### config.mk
export PLATFORM = sky130hd
export DESIGN_NAME = vga_frame_gen
export DESIGN_NICKNAME = d
export VERILOG_FILES = /design/src/rtl/vga_frame_gen.sv
export SDC_FILE = /design/constraint.sdc
export NUM_CORES = 1
export LEC_CHECK = 0
export ABC_AREA = 1
export ABC_CLOCK_PERIOD_IN_PS = 3100
export BUFFER_PORTS_ARGS = -buffer_cell sky130_fd_sc_hd__buf_2
export CORE_MARGIN = 3
export CORE_UTILIZATION = 40
export CTS_CLUSTER_DIAMETER = 150
export CTS_CLUSTER_SIZE = 14
export DETAILED_ROUTE_END_ITERATION = 16
export GPL_TIMING_DRIVEN = 0
export PLACE_DENSITY_LB_ADDON = 0.15
export SLEW_MARGIN = 0
export SYNTH_ARGS = -nofsm -noshare
export SYNTH_HDL_FRONTEND = slang
export SYNTH_SLANG_ARGS = --single-unit
export TNS_END_PERCENT = 20
### constraint.sdc
create_clock -name vga_clk -period 3.1 [get_ports vga_clk]
set_input_delay 0.93 -clock vga_clk [delete_from_list [all_inputs] [get_ports vga_clk]]
set_output_delay 0.93 -clock vga_clk [all_outputs]
set_load 0.01 [all_outputs]
### src/rtl/vga_frame_gen.sv
// vga_frame_gen: parametrised video timing generator with windowed RAM image fetch and test patterns
module vga_frame_gen #(
    parameter int          H_SYNC   = 96,
    parameter int          H_BACK   = 48,
    parameter int          H_ACTIVE = 640,
    parameter int          H_FRONT  = 16,
    parameter int          V_SYNC   = 2,
    parameter int          V_BACK   = 33,
    parameter int          V_ACTIVE = 480,
    parameter int          V_FRONT  = 10,
    parameter logic        HS_POL   = 1'b0,
    parameter logic        VS_POL   = 1'b0,
    parameter int          IMG_W    = 256,
    parameter int          IMG_H    = 256,
    parameter int          IMG_X0   = 192,
    parameter int          IMG_Y0   = 112,
    parameter int          RD_LAT   = 1,
    parameter int          ADDR_W   = 16,
    parameter logic [23:0] BG_COLOR = 24'h000080
) (
    input  logic              vga_clk,
    input  logic              sys_rst_n,
    input  logic [1:0]        mode,
    output logic              rd_en,
    output logic [ADDR_W-1:0] rd_addr,
    input  logic [7:0]        rd_data,
    output logic              hsync,
    output logic              vsync,
    output logic              de,
    output logic [23:0]       rgb,
    output logic [9:0]        pix_x,
    output logic [9:0]        pix_y,
    output logic              frame_start
);
    localparam int H_TOTAL = H_SYNC + H_BACK + H_ACTIVE + H_FRONT;
    localparam int V_TOTAL = V_SYNC + V_BACK + V_ACTIVE + V_FRONT;
    localparam int HW = $clog2(H_TOTAL + 1);
    localparam int VW = $clog2(V_TOTAL + 1);
    localparam int BAR_W = H_ACTIVE / 8;
    localparam int BW = BAR_W > 1 ? $clog2(BAR_W) : 1;
    localparam logic [HW-1:0] HS1 = HW'(H_SYNC);
    localparam logic [HW-1:0] HA0 = HW'(H_SYNC + H_BACK);
    localparam logic [HW-1:0] HA1 = HW'(H_SYNC + H_BACK + H_ACTIVE);
    localparam logic [HW-1:0] HX0 = HW'(H_SYNC + H_BACK + IMG_X0);
    localparam logic [HW-1:0] HX1 = HW'(H_SYNC + H_BACK + IMG_X0 + IMG_W);
    localparam logic [HW-1:0] HL  = HW'(H_TOTAL - 1);
    localparam logic [VW-1:0] VS1 = VW'(V_SYNC);
    localparam logic [VW-1:0] VA0 = VW'(V_SYNC + V_BACK);
    localparam logic [VW-1:0] VA1 = VW'(V_SYNC + V_BACK + V_ACTIVE);
    localparam logic [VW-1:0] VY0 = VW'(V_SYNC + V_BACK + IMG_Y0);
    localparam logic [VW-1:0] VY1 = VW'(V_SYNC + V_BACK + IMG_Y0 + IMG_H);
    localparam logic [VW-1:0] VL  = VW'(V_TOTAL - 1);
    localparam logic [BW-1:0] BL  = BW'(BAR_W - 1);

    typedef struct packed {
        logic       hs;
        logic       vs;
        logic       de;
        logic       win;
        logic       fs;
        logic [1:0] mode;
        logic [2:0] bar;
        logic [9:0] x;
        logic [9:0] y;
    } dec_t;

    logic [HW-1:0] h_cnt;
    logic [VW-1:0] v_cnt;
    logic [1:0]    mode_r;
    logic [BW-1:0] bar_sub;
    logic [2:0]    bar_idx;
    logic          h_act, v_act, act, win, frame0, h_last, v_last;
    dec_t          s0, q;
    dec_t          dl [RD_LAT];
    logic [23:0]   pix;

    always_comb begin
        h_act  = h_cnt >= HA0 && h_cnt < HA1;
        v_act  = v_cnt >= VA0 && v_cnt < VA1;
        act    = h_act && v_act;
        win    = h_cnt >= HX0 && h_cnt < HX1 && v_cnt >= VY0 && v_cnt < VY1;
        frame0 = h_cnt == '0 && v_cnt == '0;
        h_last = h_cnt == HL;
        v_last = v_cnt == VL;
        rd_en  = mode_r == 2'b00 && win;
        s0.hs   = h_cnt < HS1;
        s0.vs   = v_cnt < VS1;
        s0.de   = act;
        s0.win  = win;
        s0.fs   = frame0;
        s0.mode = mode_r;
        s0.bar  = bar_idx;
        s0.x    = act ? 10'(h_cnt - HA0) : '0;
        s0.y    = act ? 10'(v_cnt - VA0) : '0;
    end

    always_ff @(posedge vga_clk or negedge sys_rst_n) begin
        if (!sys_rst_n) begin
            h_cnt   <= '0;
            v_cnt   <= '0;
            mode_r  <= 2'b00;
            rd_addr <= '0;
            bar_sub <= '0;
            bar_idx <= '0;
            for (int i = 0; i < RD_LAT; i++) dl[i] <= '0;
        end else begin
            h_cnt <= h_last ? '0 : h_cnt + 1'b1;
            if (h_last) v_cnt <= v_last ? '0 : v_cnt + 1'b1;
            if (frame0) mode_r <= mode;
            rd_addr <= frame0 ? '0 : rd_en ? rd_addr + 1'b1 : rd_addr;
            bar_sub <= !h_act || bar_sub == BL ? '0 : bar_sub + 1'b1;
            bar_idx <= !h_act ? '0 : bar_sub == BL ? bar_idx + 1'b1 : bar_idx;
            dl[0] <= s0;
            for (int i = 1; i < RD_LAT; i++) dl[i] <= dl[i-1];
        end
    end

    always_comb begin
        q   = dl[RD_LAT-1];
        pix = q.mode == 2'd0 ? (q.win ? {3{rd_data}} : BG_COLOR) :
              q.mode == 2'd1 ? {{8{~q.bar[1]}}, {8{~q.bar[2]}}, {8{~q.bar[0]}}} :
              q.mode == 2'd2 ? {3{q.x[7:0]}} : 24'hFFFFFF;
    end

    always_ff @(posedge vga_clk or negedge sys_rst_n) begin
        if (!sys_rst_n) begin
            hsync       <= ~HS_POL;
            vsync       <= ~VS_POL;
            de          <= 1'b0;
            rgb         <= '0;
            pix_x       <= '0;
            pix_y       <= '0;
            frame_start <= 1'b0;
        end else begin
            hsync       <= q.hs ? HS_POL : ~HS_POL;
            vsync       <= q.vs ? VS_POL : ~VS_POL;
            de          <= q.de;
            rgb         <= q.de ? pix : '0;
            pix_x       <= q.x;
            pix_y       <= q.y;
            frame_start <= q.fs;
        end
    end
endmodule
After elaboration in Yosys (flattened, before gate mapping)

Cells that the tools add are included.

$add $sub $neg: 7
$mul: 0
Divide/modulo/power cells: 0
Magnitude comparators: 10
Equality and inequality tests: 6
Shift operators: 0
Mux-type cells: 16
Bitwise operators: 3
Reductions and logical operators: 15

Operators with widths:

| kind                    | number |
|---|---|
| $mux W24                | 5 |
| $mux W10                | 4 |
| $mux W16                | 2 |
| $lt A10 B10 Y1 const B  | 3 |
| $add A10 B1 Y10 const B | 2 |
| $eq A10 B10 Y1 const B  | 2 |
| $ge A10 B8 Y1 const B   | 2 |
| $logic_not A10 Y1       | 2 |
| $add A16 B1 Y16 const B | 1 |
| $ge A10 B6 Y1 const B   | 1 |
| $ge A10 B9 Y1 const B   | 1 |
| $lt A10 B2 Y1 const B   | 1 |
| $lt A10 B7 Y1 const B   | 1 |
| $lt A10 B9 Y1 const B   | 1 |
| $sub A10 B6 Y10 const B | 1 |
| $sub A10 B8 Y10 const B | 1 |
| $logic_and A1 B1 Y1     | 8 |
| $add A7 B1 Y7 const B   | 1 |
| $eq A7 B7 Y1 const B    | 1 |
| $mux W7                 | 1 |
| $mux W3                 | 2 |
| $logic_not A2 Y1        | 2 |
| $add A3 B1 Y3 const B   | 1 |
| $not A1 Y1              | 3 |
| other kinds (7)         | 8 |

Register bits after elaboration: 126
Bits in latches: 0
Memory bits (writable): 0
Memory bits (read-only): 0
Input port bits: 12
Output and inout bits: 65
Word-level logic and storage cells: 79
Memories kept: 0

Depth between registers and ports, before layout

Word-level depth: 7
Mapped depth: 13
Depth with buffers taken out: 12

Worst setup path after synthesis

OpenSTA, ideal clock, no wires.

Path kind: reg-to-output
Start: register h_cnt[4]
End: output rd_en
Arrival: 1.528 ns
Required time: 2.170 ns
Path slack: 0.642 ns
Stages on the path, launching flop included: 12
Path buffers: 1
Path through: dfrtp_1 -> inv_1 -> ha_1 -> inv_1 -> nand2_1 -> nand2_1 -> a21oi_1 -> nand2_1 -> nor2_2 -> nand3_2 -> clkinv_2 -> buf_6

Cells in the longest elaborated chain, start to end: 5
Elaborated cells between the ends (all ways): 6
Classes of those cells: order compare (2); reduce/logical (4)

RTL lines:

| element                                                | line | RTL |
|---|---|---|
| start: declaration                                     | 67   | `logic [HW-1:0] h_cnt;` |
| start signal: assignment                               | 107  | `h_cnt <= h_last ? '0 : h_cnt + 1'b1;` |
| $ge A10 B9 Y1 / $lt A10 B10 Y1 (equally long branches) | 81   | `win = h_cnt >= HX0 && h_cnt < HX1 && v_cnt >= VY0 && v_cnt < VY1;` |
| $logic_and A1 B1 Y1 (*) (3 in a row)                   | 81   |  |
| $logic_and A1 B1 Y1 (*)                                | 85   | `rd_en = mode_r == 2'b00 && win;` |
| end: declaration                                       | 24   | `output logic rd_en,` |

Mark *: on every way between the ends. The rest lies on a longest branch, timed or not.

Final worst setup path

Same ends and word-level chain as after synthesis.

==> results_dict.tcl <==
set metrics [dict create \
    crit_required_ns 2.17 \
    crit_path_start_kind "flip-flop" \
    post-route-cell-area_sq_um 6720 \
    initial_core_util 0.419 \
    cts.hold.buffers_added 0 \
    placed_cell_area_sq_um 6050 \
    rsz0062_at_grt "no" \
    finalMaxSlewViolations 0 \
    powerDensity_nw_per_um2 554 \
    dieArea_sq_um 15000 \
    vdd_ir_drop_max_mv 0.303 \
    slowest_delay_ns 0.42 \
    tightest_slew_ns 0.638 \
    drt_iter0_drc 244 \
    htree_levels 4 \
    min_from "dl[18]" \
    crit_chain "inv_4 > ha_2 > inv_1 > nand2_1 > nand2_1 > a21oi_2 > nand2_1 > nor2_2 > nand3_4 > inv_6 > buf_6" \
    fin_crit_ns 2.94 \
    die_w_microns 122 \
    clock-sinks 126 \
    ys_seq_area_frac 0.582 \
    dieHeight_microns 122 \
    fillers 1224 \
    endpoint_kind "output pin" \
    netlist_top_cells_area "dfrtp_1 57%, nand2_1 9.3%, nor2_1 6.6%" \
    syn_avg_cell_area_sq_um 9.06 \
    max_slew_margin 0.573 \
    final_util 0.520 \
    dp_hpwl_microns 8280 \
    synth_top_area_share 0.572 \
    ff2ff_setup_slack_ns 1.13 \
    reg2reg_depth 13 \
    cp_max_fo 11 \
    async_flop_share 1.00 \
    holdCritPathClass "reg -> reg" \
    io_buffers 76 \
    skew_ns 0.00604 \
    syn_inst 598 \
    critPathSlowestCell "dfrtp_2" \
    grt_pass1_vias 3955 \
    ys_ff_latch 126 \
    place.gp.congestion 0.887 \
    netlist_area_sq_um 5420 \
    antenna_cells 0 \
    layout-area-overhead-vs-synth_pct 24.0 \
    multiInputGateArea_sq_um 1940 \
    crit_type "reg -> out" \
    p_total_w 0.00373 \
    cts_inserted_buffers 17 \
    hold_depth 0 \
    worstPathBufferInverterCount 4 \
    wl_per_cell_microns 13.1 \
    io_pins 77 \
    antenna_found_initial 0 \
    antenna_left 0 \
    drive_gt1_frac 0.211 \
    worst_r2r_endpoint "rd_addr[15]" \
    drv_cap 0 \
    cts_root_buffer "clkbuf_16" \
    seq_area_sq_um 3160 \
    grt-ovfl-total 0 \
    insertion_delay_ns 0.41 \
    synth_edf_count 0 \
    min_to "pix_x[8]" \
    setup_viol 0 \
    fin_nets 721 \
    dr.pass1.iters 4 \
    synthTopCellsByCount "134 x nand2_1, 124 x dfrtp_1, 95 x nor2_1" \
    num_rows 41 \
    grt_max_degree 79 \
    max_freq_mhz 341 \
    clock_path_buffers 2 \
    clk_transition_reported_paths_ns 0.05 \
    reg2reg_from "h_cnt[4]" \
    finalWirelength_microns 11500 \
    finalCritPeriodShare 0.947 \
    status "completed" \
    tns_ns 0 \
    synth_fp_nets 621 \
    finalHoldViolations 0 \
    core-area_sq_um 12900 \
    viasPerCell 4.69 \
    synth_area_leader_cell "dfrtp_1" \
    grt_first_pass_wirelength_microns 19400 \
    ys.flop_type "dfrtp_1" \
    crit_start "h_cnt[4]" \
    cts_tree "yes" \
    arrival_ns 2.01 \
    p_leak_nw 3.68 \
    vias 4140 \
    crit_path_frequent_cell "nand2_1" \
    synth_cell_types 32 \
    remaining_drc_errors 0 \
    crit_family "simple AND/OR/NAND/NOR gates" \
    yosys_warnings 0 \
    yosysMostFrequentCell "nand2_1" \
    grtUsageTotal 0.167 \
]
[worst max path at each step]
stage | cells past startpoint | end
after floorplan | 11 | rd_en
after global placement | 1 | v_cnt[9]
after detailed placement | 12 | rd_en
after CTS | 11 | rd_en
after global routing | 11 | rd_en
final | 11 | rd_en
[placed cells by master, fill, tap and decap left out, drive strengths merged]
cell type	n
nand4	16
inv	70
dfstp	2
nand3	46
and3	2
ha	11
nor3b	3
clkinv	5
a211oi	2
a21boi	1
nor3	12
xor2	20
clkbuf	23
a311oi	1
xnor2	3
nand3b	2
bufinv	3
nor4	2
clkinvlp	1
o21ai	20
nand2	134
a21oi	11
buf	93
nor2	102
a31oi	1
o22ai	1
dfrtp	124
[kinds of logic after synthesis]
kind of cell	after synthesis	share of synthesized area
DFF	126	0.582
and+or+nand+nor	319	0.254
adders and majority gates	11	0.0254
xor gates and xnor gates	23	0.0372
buffers and inverters	82	0.0639
AOI/OAI and AO/OA	37	0.0374
[what timing repair did]
action	in CTS	in global routing
pin swaps	1	1
gates resized for setup	4	9
setup endpoints to repair	1	1
setup buffers	3	2
[flip-flops by register name, summed over array words and instances, names as in the netlist]
name / cells
dl: 30
bar_idx: 3
rd_addr: 16
frame_start: 1
v_cnt: 10
de: 1
bar_sub: 7
rgb: 24
pix_y: 10
mode_r: 2
vsync: 1
hsync: 1
pix_x: 10
h_cnt: 10
[per-stage QoR]
| stage | std cells | hold slack (ns) | setup slack (ns) |
|---|---|---|---|
| detailed placement | 847 | 0.338 | 0.248 |
| floorplan | 598 | 0.331 | 0.642 |
| finish | 883 | 0.345 | 0.164 |
| CTS | 882 | 0.349 | 0.00910 |
| global route | 883 | 0.350 | 0.0167 |
| global placement | 846 | 0.332 | -0.411 |
[power breakdown]
part	switching, W	total, W	internal [W]
Clock	0.000688	0.00201	0.00133
Combinational	0.0000470	0.0000606	0.0000136
Sequential	0.00000217	0.00165	0.00165
[cell type report]
cell class	instances	share of cell area
Tap cell	172	0.0320
Clock buffer	22	0.0706
Clock inverter	10	0.0201
Timing Repair Buffer	82	0.0682
Sequential cell	126	0.470
Buffer	12	0.0112
Multi-Input combinational cell	390	0.288
Inverter	69	0.0397
[routing by layer]
metal  global-route usage  up-vias  wire length, microns
met4               0.0735        0                   233
met5                    0        -                     0
met2                0.264       93                  5410
met1                0.219     1938                  5320
met3               0.0382       18                   573
li1                     -     2091                     -
Note: power is estimated with default switching activity, not from simulation.
